--- src/rtl/fwd_hazard_ctrl_if.sv ---
// ID-stage control bundle between the pipeline (master) and the forwarding/hazard controller (slave).
// The master supplies the advance enable and IFID instruction; the slave returns stall, flush and forward selects.
interface fwd_hazard_ctrl_if #(
    parameter int CNT_W = 16
);
    logic             en;
    logic [31:0]      id_ir;
    logic             stall;
    logic             bubble;
    logic             ifid_flush;
    logic [1:0]       fa;
    logic [1:0]       fb;
    logic [CNT_W-1:0] stall_count;
    logic             state_stall;

    modport master (
        output en,
        output id_ir,
        input  stall,
        input  bubble,
        input  ifid_flush,
        input  fa,
        input  fb,
        input  stall_count,
        input  state_stall
    );

    modport slave (
        input  en,
        input  id_ir,
        output stall,
        output bubble,
        output ifid_flush,
        output fa,
        output fb,
        output stall_count,
        output state_stall
    );
endinterface

--- src/rtl/fwd_hazard_ctrl.sv ---
// Forwarding-select and load-use hazard control for a 5-stage MIPS pipeline, using a shadow IDEX/EXMEM/MEMWB dest pipeline.
// stall/bubble/ifid_flush are combinational; fa/fb register on the IDEX edge; en=0 freezes all state and gates stall/flush.
module fwd_hazard_ctrl #(
    parameter logic [5:0] OP_ALU  = 6'd0,
    parameter logic [5:0] OP_JMP  = 6'd2,
    parameter logic [5:0] OP_JAL  = 6'd3,
    parameter logic [5:0] OP_ADDI = 6'd8,
    parameter logic [5:0] OP_LW   = 6'd35,
    parameter logic [5:0] OP_SW   = 6'd43,
    parameter int         CNT_W   = 16
) (
    input  logic             clock,
    input  logic             reset,
    fwd_hazard_ctrl_if.slave hc
);

    typedef struct packed {
        logic       wr;
        logic [4:0] dst;
        logic       ld;
    } shadow_t;

    typedef enum logic {
        RUN   = 1'b0,
        STALL = 1'b1
    } state_t;

    logic [5:0] op;
    logic [4:0] rs;
    logic [4:0] rt;
    logic [4:0] rd;
    logic       unused_ir_bits;

    assign op             = hc.id_ir[31:26];
    assign rs             = hc.id_ir[25:21];
    assign rt             = hc.id_ir[20:16];
    assign rd             = hc.id_ir[15:11];
    assign unused_ir_bits = ^hc.id_ir[10:0];

    shadow_t    idex;
    shadow_t    exmem;
    shadow_t    memwb;
    shadow_t    dec_ent;
    logic       use_rs;
    logic       use_rt;
    logic       is_load;
    logic [4:0] dec_dst;

    logic [1:0]       fa_q;
    logic [1:0]       fb_q;
    logic [1:0]       fa_nxt;
    logic [1:0]       fb_nxt;
    logic [CNT_W-1:0] cnt_q;
    state_t           state;
    state_t           state_nxt;
    logic             load_use;
    logic             stall;
    logic             jump;

    always_comb begin
        dec_dst = 5'd0;
        use_rs  = 1'b0;
        use_rt  = 1'b0;
        is_load = 1'b0;
        case (op)
            OP_ALU: begin
                dec_dst = rd;
                use_rs  = 1'b1;
                use_rt  = 1'b1;
            end
            OP_ADDI: begin
                dec_dst = rt;
                use_rs  = 1'b1;
            end
            OP_LW: begin
                dec_dst = rt;
                use_rs  = 1'b1;
                is_load = 1'b1;
            end
            OP_SW: begin
                use_rs  = 1'b1;
                use_rt  = 1'b1;
            end
            OP_JAL: begin
                dec_dst = 5'd31;
            end
            default: begin
                dec_dst = 5'd0;
            end
        endcase
        // $0 is never written, so it must never match as a producer.
        dec_ent.wr  = (dec_dst != 5'd0);
        dec_ent.dst = dec_dst;
        dec_ent.ld  = is_load && (dec_dst != 5'd0);
    end

    function automatic logic [1:0] fwd_sel(input logic used, input logic [4:0] src,
                                           input shadow_t ex, input shadow_t mem);
        fwd_sel = 2'b00;
        if (used && src != 5'd0) begin
            if (ex.wr && ex.dst == src) begin
                fwd_sel = 2'b10;
            end else if (mem.wr && mem.dst == src) begin
                fwd_sel = 2'b01;
            end
        end
    endfunction

    assign fa_nxt = fwd_sel(use_rs, rs, idex, exmem);
    assign fb_nxt = fwd_sel(use_rt, rt, idex, exmem);

    assign load_use = idex.ld && idex.wr &&
                      ((use_rs && idex.dst == rs) || (use_rt && idex.dst == rt));
    assign jump     = (op == OP_JMP) || (op == OP_JAL);

    always_comb begin
        state_nxt = state;
        stall     = 1'b0;
        case (state)
            RUN: begin
                stall = hc.en && load_use;
                if (stall) begin
                    state_nxt = STALL;
                end
            end
            STALL: begin
                // The load has reached EXMEM, so one bubble always suffices.
                if (hc.en) begin
                    state_nxt = RUN;
                end
            end
            default: begin
                state_nxt = RUN;
            end
        endcase
    end

    always_ff @(posedge clock) begin
        if (reset) begin
            state <= RUN;
        end else begin
            state <= state_nxt;
        end
    end

    always_ff @(posedge clock) begin
        if (reset) begin
            idex  <= '0;
            exmem <= '0;
            memwb <= '0;
            fa_q  <= 2'b00;
            fb_q  <= 2'b00;
            cnt_q <= '0;
        end else if (hc.en) begin
            memwb <= exmem;
            exmem <= idex;
            idex  <= stall ? '0 : dec_ent;
            fa_q  <= stall ? 2'b00 : fa_nxt;
            fb_q  <= stall ? 2'b00 : fb_nxt;
            if (stall && cnt_q != {CNT_W{1'b1}}) begin
                cnt_q <= cnt_q + 1'b1;
            end
        end
    end

    // A load marker without a destination would mean the decode let lw $0 through as a producer.
    always_comb begin
        assert (!memwb.ld || memwb.wr);
    end

    assign hc.stall       = stall;
    assign hc.bubble      = stall;
    assign hc.ifid_flush  = hc.en && jump && !stall;
    assign hc.fa          = fa_q;
    assign hc.fb          = fb_q;
    assign hc.stall_count = cnt_q;
    assign hc.state_stall = (state == STALL);

endmodule
--- src/flat_wrapper.sv ---
// flat-port wrapper written by rule: the top's interface ports become plain ports
module fwd_hazard_ctrl_flat 
#(
    parameter logic [5:0] OP_ALU  = 6'd0,
    parameter logic [5:0] OP_JMP  = 6'd2,
    parameter logic [5:0] OP_JAL  = 6'd3,
    parameter logic [5:0] OP_ADDI = 6'd8,
    parameter logic [5:0] OP_LW   = 6'd35,
    parameter logic [5:0] OP_SW   = 6'd43,
    parameter int         CNT_W   = 16
)
  (clock, reset, hc_en, hc_id_ir, hc_stall, hc_bubble, hc_ifid_flush, hc_fa, hc_fb, hc_stall_count, hc_state_stall);
  fwd_hazard_ctrl_if #(.CNT_W(CNT_W)) hc_i ();
  input  logic clock;
  input  logic reset;
  input wire logic [$bits(hc_i.en)-1:0] hc_en;
  input wire logic [$bits(hc_i.id_ir)-1:0] hc_id_ir;
  output wire logic [$bits(hc_i.stall)-1:0] hc_stall;
  output wire logic [$bits(hc_i.bubble)-1:0] hc_bubble;
  output wire logic [$bits(hc_i.ifid_flush)-1:0] hc_ifid_flush;
  output wire logic [$bits(hc_i.fa)-1:0] hc_fa;
  output wire logic [$bits(hc_i.fb)-1:0] hc_fb;
  output wire logic [$bits(hc_i.stall_count)-1:0] hc_stall_count;
  output wire logic [$bits(hc_i.state_stall)-1:0] hc_state_stall;
  assign hc_i.en = hc_en;
  assign hc_i.id_ir = hc_id_ir;
  assign hc_stall = hc_i.stall;
  assign hc_bubble = hc_i.bubble;
  assign hc_ifid_flush = hc_i.ifid_flush;
  assign hc_fa = hc_i.fa;
  assign hc_fb = hc_i.fb;
  assign hc_stall_count = hc_i.stall_count;
  assign hc_state_stall = hc_i.state_stall;
  fwd_hazard_ctrl #(.OP_ALU(OP_ALU), .OP_JMP(OP_JMP), .OP_JAL(OP_JAL), .OP_ADDI(OP_ADDI), .OP_LW(OP_LW), .OP_SW(OP_SW), .CNT_W(CNT_W)) u_core (.clock(clock), .reset(reset), .hc(hc_i));
endmodule
--- config.mk ---
export PLATFORM = sky130hd
export DESIGN_NAME = fwd_hazard_ctrl_flat
export DESIGN_NICKNAME = d
export VERILOG_FILES = /design/src/rtl/fwd_hazard_ctrl_if.sv /design/src/rtl/fwd_hazard_ctrl.sv /design/src/flat_wrapper.sv
export SDC_FILE = /design/constraint.sdc
export NUM_CORES = 1
export LEC_CHECK = 0
export ABC_AREA = 1
export CAP_MARGIN = 20
export CORE_MARGIN = 5
export CORE_UTILIZATION = 47
export DETAILED_ROUTE_END_ITERATION = 6
export PLACE_DENSITY = 0.79
export SLEW_MARGIN = 10
export SYNTH_ARGS = -nofsm -noshare
export SYNTH_HDL_FRONTEND = slang
export SYNTH_SLANG_ARGS = --single-unit
--- constraint.sdc ---
create_clock -name clock -period 2.2 [get_ports clock]
set_input_delay 0.44 -clock clock [delete_from_list [all_inputs] [get_ports clock]]
set_output_delay 0.44 -clock clock [all_outputs]
set_load 0.01 [all_outputs]
# Word-level counts from Yosys, hierarchy flattened
# Index checks and enable logic that the tools add are counted.
dict set report word_totals {
  register_bits 34
  input_bits 35
  out_inout_bits 24
  elab_cells 64
}
dict set report classes {
  add_sub_neg 1
  eq_ne 10
  n_mux 17
  n_bitwise 1
  n_reduce_logical 26
}
# op count
set op_table {}
lappend op_table {{equality test 5 bit} 4}
lappend op_table {{adder 16 x 1 -> 16 bit, second input constant} 1}
lappend op_table {{inequality test 16 bit, second input constant} 1}
lappend op_table {{logical AND 1 bit} 15}
lappend op_table {{one-hot mux 5 bit (3 select lines)} 1}
lappend op_table {{nonzero test 5 bit} 3}
lappend op_table {{equality test 6 x 2 -> 1 bit, second input constant} 2}
lappend op_table {{equality test 6 bit, second input constant} 2}
lappend op_table {{two-way mux 2 bit} 6}
lappend op_table {{two-way mux 1 bit} 8}
lappend op_table {{two-way mux 7 bit} 1}
lappend op_table {{equality test 6 x 4 -> 1 bit, second input constant} 1}
lappend op_table {{logical NOT 6 bit} 1}
lappend op_table {{OR reduction 2 bit} 2}
lappend op_table {{OR reduction 4 bit} 1}
lappend op_table {{logical OR 1 bit} 2}
lappend op_table {{one-hot mux 1 bit (2 select lines)} 1}
lappend op_table {{AND reduction 2 bit} 1}
lappend op_table {{logical NOT 1 bit} 1}
lappend op_table {{NOT 1 bit} 1}

# Longest topological paths before layout
dict set report depth {
  word_depth 10
  depth_mapped 13
  depth_no_buf 13
}

# Least setup slack after synthesis
# No wires, ideal clock.
dict set report synth_timing {
  path_kind {input-to-output}
  start {input hc_en}
  end {output hc_stall}
  arrival_ps 1414
  t_required_ps 1760
  slack_ps 346
  path_stages 6
  n_path_buf 2
  cell_sequence {buf_4 -> nand2_1 -> nor3b_2 -> nand2_1 -> inv_1 -> buf_4}
}
dict set report synth_between {
  elab_chain_len 2
}
# item line_no
set synth_lines {}
lappend synth_lines {{from (decl)} flat_wrapper.sv:16} ;# input wire logic [$bits(hc_i.en)-1:0] hc_en;
lappend synth_lines {{logical AND 1 bit} fwd_hazard_ctrl.sv:121} ;# stall = hc.en && load_use;
lappend synth_lines {{two-way mux 1 bit} fwd_hazard_ctrl.sv:119} ;# case (state)
lappend synth_lines {{to (decl)} flat_wrapper.sv:18} ;# output wire logic [$bits(hc_i.stall)-1:0] hc_stall;
# No other way between the ends.

# Worst setup path after layout
dict set report layout_timing {
  start {input hc_id_ir[22]}
  end {output hc_stall}
}
dict set report layout_between {
  elab_chain_len 6
}
# item line_no
set layout_lines {}
lappend layout_lines {{from (decl)} flat_wrapper.sv:17} ;# input wire logic [$bits(hc_i.id_ir)-1:0] hc_id_ir;
lappend layout_lines {{equality test 5 bit} fwd_hazard_ctrl.sv:113} ;# ((use_rs && idex.dst == rs) || (use_rt && idex.dst == rt));
lappend layout_lines {{logical AND 1 bit} fwd_hazard_ctrl.sv:113}
lappend layout_lines {{logical OR 1 bit} fwd_hazard_ctrl.sv:113}
lappend layout_lines {{logical AND 1 bit} fwd_hazard_ctrl.sv:112} ;# assign load_use = idex.ld && idex.wr &&
lappend layout_lines {{logical AND 1 bit} fwd_hazard_ctrl.sv:121}
lappend layout_lines {{two-way mux 1 bit} fwd_hazard_ctrl.sv:119}
# No other way between the ends.

==> impl_metrics.yaml <==
route:
  wl_met2_um: 3483
  postRouteAntennaNets: 0
  drtPass1Iterations: 4
  drtIter0Drc: 201
  vias_per_cell: 5.352
  routedWlPerCell_um: 14.76
  wirelength_um: 6760
  top_layer_used: "met4"
  wl_met1_um: 2780
  drc: 0
  via_count: 2451
  dr_wl_met3_um: 341
sta:
  fmax_ghz: 0.4590
  finalSetupViolCount: 0
  period_needed_ns: 2.179
  fin_tns_setup_ns: 0
  fin_crit_sh_pct: 99.04
  rsz0062_at_grt: "yes"
  tightest_slew_ns: 0.4822
  drv_slew: 0
  hold_ws_ns: 0.4683
  slew_headroom_pct: 67.55
  hold_viol: 0
  setup_ws_ns: 0.02122
  fin_skew_ns: 0.003473
worst_hold_path:
  hold_path.class: "reg2reg"
  hold_start: "u_core.hc.fb[1]$_SDFFE_PP0P_"
global_route:
  antenna_found_initial: 0
  grt_pass1_vias: 2418
  grt_pass1_wl_um: 10780
  grt_remaining_overflow: 0
  track_usage_pct: 24.50
  grt_max_degree: 21
synth:
  synth-seq-cells: 34
  synth_area_um2: 2036
  yosys-top-cells-area: "dfxtp_1, nand2_1, nor2_1"
  synth_flop_cell: "dfxtp_1"
  yosysTopAreaCellShare_pct: 33.44
  synth_cells: 310
  synth_area_leader_cell: "dfxtp_1"
  synth_most_common_cell: "nand2_1"
  async_flop_share_pct: 0
  ys_types: 37
  synth_edf_count: 0
  synth_common_cells: "nand2_1, nor2_1, dfxtp_1"
  syn_area_per_cell_um2: 6.567
  ys_seq_area_share_pct: 33.44
  yosysWarnings: 0
  synth_nets: 346
floorplanning:
  die_w_um: 75.81
  rows: 24
  die_h_um: 75.81
  dieArea_um2: 5747
  fp.coreArea_um2: 4264
  io_pins: 59
  start_util_pct: 47.74
critical_path:
  path_cells: "clkdlybuf4s50_1, inv_1, nand2_1, nand2_1, nand3_2, nor2_4, nand2_2, nand2_4, nand2_2, inv_2, buf_4"
  cp-start-kind: "primary input"
  rr_startpoint: "u_core.idex[2]$_SDFFE_PP0P_"
  worst_ep_required_time_ns: 1.76
  crit_type: "in2out"
  cpPeakStageDelay_ns: 0.43
  crit_start: "hc_id_ir[22]"
  worstSetupEndpointType: "output pin"
  worst_path_max_delay_cell: "clkdlybuf4s50_1"
  cp_max_fo: 2
  arrival_ns: 1.74
power:
  p_per_area_nw_per_um2: 469.3
  p_leak_nw: 1.334
  power_w: 0.001433
  peakVddDrop_mv: 0.3393
clocking:
  cts_buffer_depth: 2
  cts.sinks: 34
  cts_buffers: 5
  clk_latency_ns: 0.29
  clkTransAtPathRegs_ns: 0.07
  cts_tree: "built"
  cts_max_level: 2
  cts_hold_buffers: 0
  cts-root-buf: "clkbuf_8"
placement:
  placed_area_um2: 2748
  pre_cts_ws_ns: -0.5198
  gp_congestion: 0.9055
  port_buffers: 47
  dp.final_hpwl_um: 4335
status:
  outcome: "completed"
finish:
  n_antenna_cell: 0
  area_growth_pct: 50.03
  nNetsFinal: 442
  final_cell_area_um2: 3054
  drive_above_1_share_pct: 21.43
job:
  maxCapViolations: 0
-- critical path, delay by kind of cell --
kind,cells,cell delay [ns]
simple gates,7,0.59
buf+inv,4,0.70
-- path summary, 6_finish.rpt --
kind	to	slack, ns	cells past startpoint
max	hc_stall	0.02	11
min	u_core.hc.fb[1]$_SDFFE_PP0P_	0.47	2
max reg2reg	u_core.hc.fb[0]$_SDFFE_PP0P_	0.21	15
min reg2reg	u_core.hc.fb[1]$_SDFFE_PP0P_	0.47	2
-- registers in the layout, summed over array words and instances, names as in the netlist --
name	flops
u_core.hc.fa	2
u_core.hc.state_stall	1
u_core.idex	7
u_core.hc.stall_count	16
u_core.exmem	6
u_core.hc.fb	2
-- layout by cell type, fill, tap and decap left out, types with 6 or more instances in the layout --
cell,n
nand2_1,77
buf_4,49
nor2_1,38
dfxtp_1,34
inv_1,30
clkdlybuf4s50_1,30
a21oi_1,25
nand3_1,24
o21ai_0,9
dlygate4sd2_1,9
xor2_1,7
nor2_2,6
nor3_1,6
clkbuf_8,6
dlymetal6s2s_1,6
-- metal layers --
| layer | vias to the layer above | global-route usage (%) |
|---|---|---|
| met5 | - | 0 |
| met4 | 0 | 10.29 |
| met3 | 21 | 6.069 |
| met2 | 73 | 42.30 |
| met1 | 1169 | 28.70 |
| li1 | 1188 | - |
-- power breakdown --
part | switching, W | leakage (nW) | internal, W
Sequential | 0.00000755 | 0.275 | 0.000622
Combinational | 0.000101 | 1.00 | 0.000101
Clock | 0.000238 | 0.0573 | 0.000362
-- final cells by class --
cell class                 count  area, µm²
tap                           52      65.06
clock buffer                   6      82.58
clock inverter                 1      30.03
multi-input combinational    234       1220
sequential                    34      680.7
inverter                      35      131.4
timing repair buffer          96      844.6
fill                         340       1210
-- timing repair --
action,CTS,global route
setup endpoints to repair,3,12
gates resized for setup,26,12
gates cloned,0,0
buffers inserted,18,3
pin swaps,8,11
-- cell families (layout without fill, tap and decap cells) --
logic type,after synthesis,count (layout),share of synthesized area [%]
xor+xnor,12,12,5.163
simple gates,174,174,38.66
buf+inv,42,138,8.482
fa+ha+maj,1,1,0.6145
flops,34,34,33.44
compound gates,47,47,13.64
-- metrics by stage --
step	std cells	utilization, %
after floorplan	310	-
after global placement	431	64.44
after detailed placement	431	64.44
after CTS	456	70.31
after global routing	458	71.63
final	458	71.63
No activity file was read; power rests on OpenSTA's default activity.
